==> src/rtl/aes_dec_pkg.sv <==
// Shared definitions for the AES decryption round datapath: state encoding,
// widths, and GF(2^8) constant multipliers built from xtime chains.
package aes_dec_pkg;

   localparam int STATE_W = 128;
   localparam int COL_W   = 32;

   typedef enum logic [1:0] {
      IDLE = 2'd0,
      MIX  = 2'd1,
      DONE = 2'd2
   } state_t;

   // Multiply by x modulo x^8 + x^4 + x^3 + x + 1.
   function automatic logic [7:0] xtime(input logic [7:0] b);
      return {b[6:0], 1'b0} ^ (b[7] ? 8'h1b : 8'h00);
   endfunction

   function automatic logic [7:0] gmul9(input logic [7:0] b);
      logic [7:0] x2, x4, x8;
      x2 = xtime(b);
      x4 = xtime(x2);
      x8 = xtime(x4);
      return x8 ^ b;
   endfunction

   function automatic logic [7:0] gmul11(input logic [7:0] b);
      logic [7:0] x2, x4, x8;
      x2 = xtime(b);
      x4 = xtime(x2);
      x8 = xtime(x4);
      return x8 ^ x2 ^ b;
   endfunction

   function automatic logic [7:0] gmul13(input logic [7:0] b);
      logic [7:0] x2, x4, x8;
      x2 = xtime(b);
      x4 = xtime(x2);
      x8 = xtime(x4);
      return x8 ^ x4 ^ b;
   endfunction

   function automatic logic [7:0] gmul14(input logic [7:0] b);
      logic [7:0] x2, x4, x8;
      x2 = xtime(b);
      x4 = xtime(x2);
      x8 = xtime(x4);
      return x8 ^ x4 ^ x2;
   endfunction

endpackage

==> src/rtl/inv_mixcol_word.sv <==
// InvMixColumns applied to one 32-bit state column; purely combinational.
// Byte a0 is the most significant byte of the word.
module inv_mixcol_word
   import aes_dec_pkg::*;
(
   input  logic [COL_W-1:0] word,
   output logic [COL_W-1:0] mixed
);

   logic [7:0] a0, a1, a2, a3;

   always_comb begin
      {a0, a1, a2, a3} = word;
      mixed[31:24] = gmul14(a0) ^ gmul11(a1) ^ gmul13(a2) ^ gmul9(a3);
      mixed[23:16] = gmul9(a0)  ^ gmul14(a1) ^ gmul11(a2) ^ gmul13(a3);
      mixed[15:8]  = gmul13(a0) ^ gmul9(a1)  ^ gmul14(a2) ^ gmul11(a3);
      mixed[7:0]   = gmul11(a0) ^ gmul13(a1) ^ gmul9(a2)  ^ gmul14(a3);
   end

endmodule

==> src/rtl/inv_addkey_mixcol.sv <==
// Decryption round stage: AddRoundKey on accept, then column-serial
// InvMixColumns (one column per clock), bypassed on the final round.
module inv_addkey_mixcol
   import aes_dec_pkg::*;
#(
   parameter int NCOL = 4
)(
   input  logic               clk,
   input  logic               rst_n,
   input  logic               in_valid,
   output logic               in_ready,
   input  logic [STATE_W-1:0] in_data,
   input  logic [STATE_W-1:0] in_key,
   input  logic               in_last,
   output logic               out_valid,
   input  logic               out_ready,
   output logic [STATE_W-1:0] out_data
);

   state_t             state, state_nxt;
   logic [STATE_W-1:0] st;
   logic [1:0]         col;
   logic               last;
   logic [COL_W-1:0]   col_word, col_mixed;
   logic               col_end;

   assign col_end = (col == 2'(NCOL - 1));

   always_comb begin
      col_word = st[127:96];
      case (col)
         2'd0: col_word = st[127:96];
         2'd1: col_word = st[95:64];
         2'd2: col_word = st[63:32];
         2'd3: col_word = st[31:0];
         default: col_word = st[127:96];
      endcase
   end

   inv_mixcol_word u_mixcol (
      .word  (col_word),
      .mixed (col_mixed)
   );

   always_ff @(posedge clk or negedge rst_n) begin
      if (!rst_n) begin
         state <= IDLE;
      end else begin
         state <= state_nxt;
      end
   end

   always_comb begin
      state_nxt = state;
      in_ready  = 1'b0;
      out_valid = 1'b0;
      case (state)
         IDLE: begin
            in_ready = 1'b1;
            if (in_valid) state_nxt = in_last ? DONE : MIX;
         end
         MIX: begin
            if (col_end) state_nxt = DONE;
         end
         DONE: begin
            out_valid = 1'b1;
            if (out_ready) state_nxt = IDLE;
         end
         default: state_nxt = IDLE;
      endcase
   end

   // State register is only written on accept and during MIX, so it holds
   // steady under backpressure in DONE.
   always_ff @(posedge clk or negedge rst_n) begin
      if (!rst_n) begin
         st   <= '0;
         col  <= 2'd0;
         last <= 1'b0;
      end else begin
         case (state)
            IDLE: begin
               if (in_valid) begin
                  st   <= in_data ^ in_key;
                  last <= in_last;
                  col  <= 2'd0;
               end
            end
            MIX: begin
               if (!last) begin
                  case (col)
                     2'd0: st[127:96] <= col_mixed;
                     2'd1: st[95:64]  <= col_mixed;
                     2'd2: st[63:32]  <= col_mixed;
                     2'd3: st[31:0]   <= col_mixed;
                     default: st[127:96] <= col_mixed;
                  endcase
               end
               col <= col_end ? 2'd0 : col + 2'd1;
            end
            default: ;
         endcase
      end
   end

   assign out_data = st;

endmodule

==> config.mk <==
export PLATFORM = sky130hd
export DESIGN_NAME = inv_addkey_mixcol
export DESIGN_NICKNAME = d
export VERILOG_FILES = /design/src/rtl/aes_dec_pkg.sv /design/src/rtl/inv_mixcol_word.sv /design/src/rtl/inv_addkey_mixcol.sv
export SDC_FILE = /design/constraint.sdc
export NUM_CORES = 1
export LEC_CHECK = 0
export BUFFER_PORTS_ARGS = -buffer_cell sky130_fd_sc_hd__buf_2
export CAP_MARGIN = 20
export CORE_MARGIN = 2
export CORE_UTILIZATION = 40
export CTS_CLUSTER_DIAMETER = 40
export DETAILED_ROUTE_END_ITERATION = 8
export MAX_ROUTING_LAYER = met4
export PLACE_DENSITY = 0.64
export RECOVER_POWER = 25
export SKIP_LAST_GASP = 1
export SLEW_MARGIN = 40
export SYNTH_ARGS = -nofsm -noshare
export SYNTH_HDL_FRONTEND = slang
export SYNTH_SLANG_ARGS = --single-unit
==> constraint.sdc <==
create_clock -name clk -period 7.4 [get_ports clk]
set_input_delay 0 -clock clk [delete_from_list [all_inputs] [get_ports clk]]
set_output_delay 0 -clock clk [all_outputs]
set_load 0.02 [all_outputs]
==> results.txt <==
----------------------------------------------------
[Synthesis]
  Cell count after synthesis ... 1242
  Mapped cell area ... 0.01051 mm2
  Count of warnings emitted by yosys ... 0
  Fraction of the yosys area taken by sequential cells ... 31.67%
  Average cell area after synthesis ... 8.462 um2
  Net count of the mapped netlist ... 1507
  Number of register bits inferred by synthesis ... 133
  Count of distinct cell types in the synthesized netlist ... 39

[GRT]
  GRT Residual Overflow ... 0
  Maximum number of pins on one net before global-route repair ... 81
  Wire length of the first global-routing pass ... 67.46 mm
  Initial antenna violation count ... 0
  Overall track demand over capacity in global routing ... 32.82%
  Via count of the first global-routing pass ... 11340

[Status]
  Outcome ... complete, but fails checks
  Violations in the final reports ... DRC, hold timing, capacitance limit, slew limit

[Setup path]
  Type of the worst setup path ... register to register
  Sort of element at the end of the critical path ... register
  Crit path launch ... col[0]
  Slowest library cell on the worst path ... buf_4
  Register-to-Register Path Depth ... 12
  Startpoint of the most critical register-to-register path ... col[0]
  Worst-case register-to-register setup slack ... 2830 ps
  Peak fanout along the critical path ... 67
  Crit-path cells ... inv_1, ha_2, buf_4, inv_2, buf_4, mux2i_1, xnor2_1, xnor3_1, xnor2_2, xnor2_1, nor2_1, o21ai_0
  Required time of the critical path ... 7690 ps
  Top cell family by delay on the critical path ... buffers and inverters
  Buffers and inverters on the worst path ... 4
  Reg2reg end ... out_data[61]
  Slowest Stage Delay on Critical Path ... 560 ps
  Startpoint class of the critical path ... register
  Data arrival at the endpoint of the critical path ... 4860 ps

[Layout]
  Number of inserted diodes ... 0
  Number of inserted filler cells in the final layout ... 2339
  Commonest non-fill, non-tap cell in the layout ... buf_2
  Layout cells sized above 1 ... 24.15%
  Area growth from synthesis to final layout ... 44.29%
  Area occupied by registers ... 0.003328 mm2
  Top library cells by usage in the layout, fill and taps aside ... 350 x buf_2, 193 x xnor2_1, 191 x xor2_1
  Total area of multi-input combinational cells ... 0.006785 mm2
  Final layout net count ... 2045

[STA]
  Setup tns final ... 0 ps
  Worst slew pin tran ... 3276 ps
  Ratio of final minimum period to clock period ... 61.69%
  Final Critical Period ... 4565 ps
  Fmax achieved ... 219.0 MHz
  Final Skew ... 12.68 ps
  Number of endpoints with negative hold slack in the final report ... 1
  Remaining max-slew budget at the tightest pin ... -118.4%
  Final Max Slew Viols ... 55
  RSZ-0062 raised after global routing ... no
  Setup-violating endpoint count in the final report ... 0
  Hold_ws ... -4.286 ps

[Placement]
  Count of buffers inserted at the top-level ports ... 390
  Routability Congestion ... 0.9505
  Half-perimeter wire length after placement ... 33.00 mm

[Die]
  Placement row count ... 59
  Die footprint ... 0.02759 mm2
  Area of the core ... 0.02591 mm2
  Ports placed on the boundary ... 391
  Initial Util ... 40.56%
  Die W ... 166.1 um
  Height of the chip ... 166.1 um

[Job]
  Max-cap violations ... 1

[Hold path]
  Cells on Worst Hold Path ... 4
  Endpoint, Worst Hold ... out_data[121]
  Origin of the worst min-delay path ... in_key[121]
  Min-delay worst type ... primary input to register

[Clock network]
  Root buffer cell ... clkbuf_16
  H-Tree Depth ... 4
  Insertion delay of the later-clocked pin in the worst-skew pair ... 430 ps
  Post-CTS Setup Bufs ... 0
  Count of hold buffers inserted by post-cts repair ... 187
  Clock Sinks ... 133
  Maximum count of clock buffers along a single path ... 2
  Number of buffers created by CTS ... 17
  Clock Pin Slew Worst Setup and Hold Paths ... 70 ps
  Post-cts gate resize count ... 0
  Clock tree from TritonCTS ... done

[Drt]
  Final Routed Wirelength ... 45.14 mm
  Routed length per instance ... 21.21 um
  Wire length on met2 ... 21.83 mm
  Vias ... 11380
  Final ANT Viol Nets ... 0
  Router iterations before antenna repair ... 9
  DRC violation count after routing ... 2
  Drt via density ... 5.348
  Length of routed met3 wiring ... 3.630 mm
  First-iteration detailed-routing DRC count ... 1142
  Top routing layer in use ... met4
  Detailed-route wire length on metal 1 ... 17.56 mm

----------------------------------------------------
worst max path at each step:
| stage | endpoint | slack, ps | depth (start not counted) |
|---|---|---|---|
| floorplan | out_data[124] | 3990 | 11 |
| global placement | out_data[57] | 2790 | 11 |
| detailed placement | out_data[61] | 3010 | 12 |
| CTS | out_data[61] | 2990 | 12 |
| global route | out_data[61] | 2650 | 12 |
| finish | out_data[61] | 2830 | 12 |
through the flow:
stage	area [um2]	util, %	cells	hold WS [ps]	setup WS, ps
CTS	15210	58.72	2125	3.086	2992
detailed placement	12750	49.21	1906	13.43	3014
global route	15160	58.53	2128	23.95	2654
finish	15160	58.53	2128	-4.286	2835
global placement	12670	48.90	1895	1.216	2786
floorplan	10510	-	1242	-295.6	3995
Yosys cell counts, drive strengths merged:
master | instances | area share (%)
xnor2 | 198 | 17
xor2 | 191 | 16
o21ai | 173 | 8.5
nand2 | 153 | 5.5
dfrtp | 133 | 32
nor2 | 108 | 3.9
clkbuf | 74 | 2.6
a21oi | 55 | 2.6
o31ai | 44 | 3.1
a222oi | 32 | 3.0
buf | 22 | 1.3
mux2i | 16 | 1.6
inv | 7 | 0.25
nor3 | 7 | 0.33
a21o | 4 | 0.29
ha | 4 | 0.48
nor2b | 4 | 0.24
mux2 | 3 | 0.36
nand2b | 3 | 0.18
o22ai | 3 | 0.18
xnor3 | 2 | 0.44
a22o | 1 | 0.083
nand3 | 1 | 0.048
nor3b | 1 | 0.071
o21bai | 1 | 0.071
o311ai | 1 | 0.083
xor3 | 1 | 0.23
layer usage:
| metal | GRT usage (%) | up-vias |
|---|---|---|
| li1 | - | 5235 |
| met5 | - | - |
| met3 | 5.767 | 115 |
| met4 | 13.53 | 0 |
| met2 | 53.26 | 631 |
| met1 | 40.55 | 5400 |
cell type report:
type	count	share of cell area, %
flip-flops and latches	133	21.95
repair buffers	615	26.47
clock buffers	21	3.168
well taps	335	2.764
inverters	7	0.1733
clock inverters	11	0.7343
multi-input cells	1006	44.74
worst register-to-register path: cells and delay by family, from the launching register on:
family,cells,cell delay (ps)
simple gates,1,340
flops,1,430
buf+inv,4,1560
mux,1,550
fa+ha+maj,1,160
compound gates,1,160
xor+xnor,4,1230
cell families (layout without fill, tap and decap cells):
logic type      count (synthesis)  count (layout)  share of synthesized area [%]
xor+xnor                      392             392                          33.44
compound gates                314             314                          17.96
simple gates                  277             277                          10.26
flops                         133             133                          31.67
buf+inv                       103             654                          4.190
mux                            19              19                          2.000
fa+ha+maj                       4               4                         0.4762
sequential cells by signal, indices dropped and copies added, names as in the netlist:
signal / count
out_data: 128
col: 2
state: 2
last: 1
Power is not shown: default switching activity piles up to over one toggle a cycle in this logic, so the estimate is an artifact.
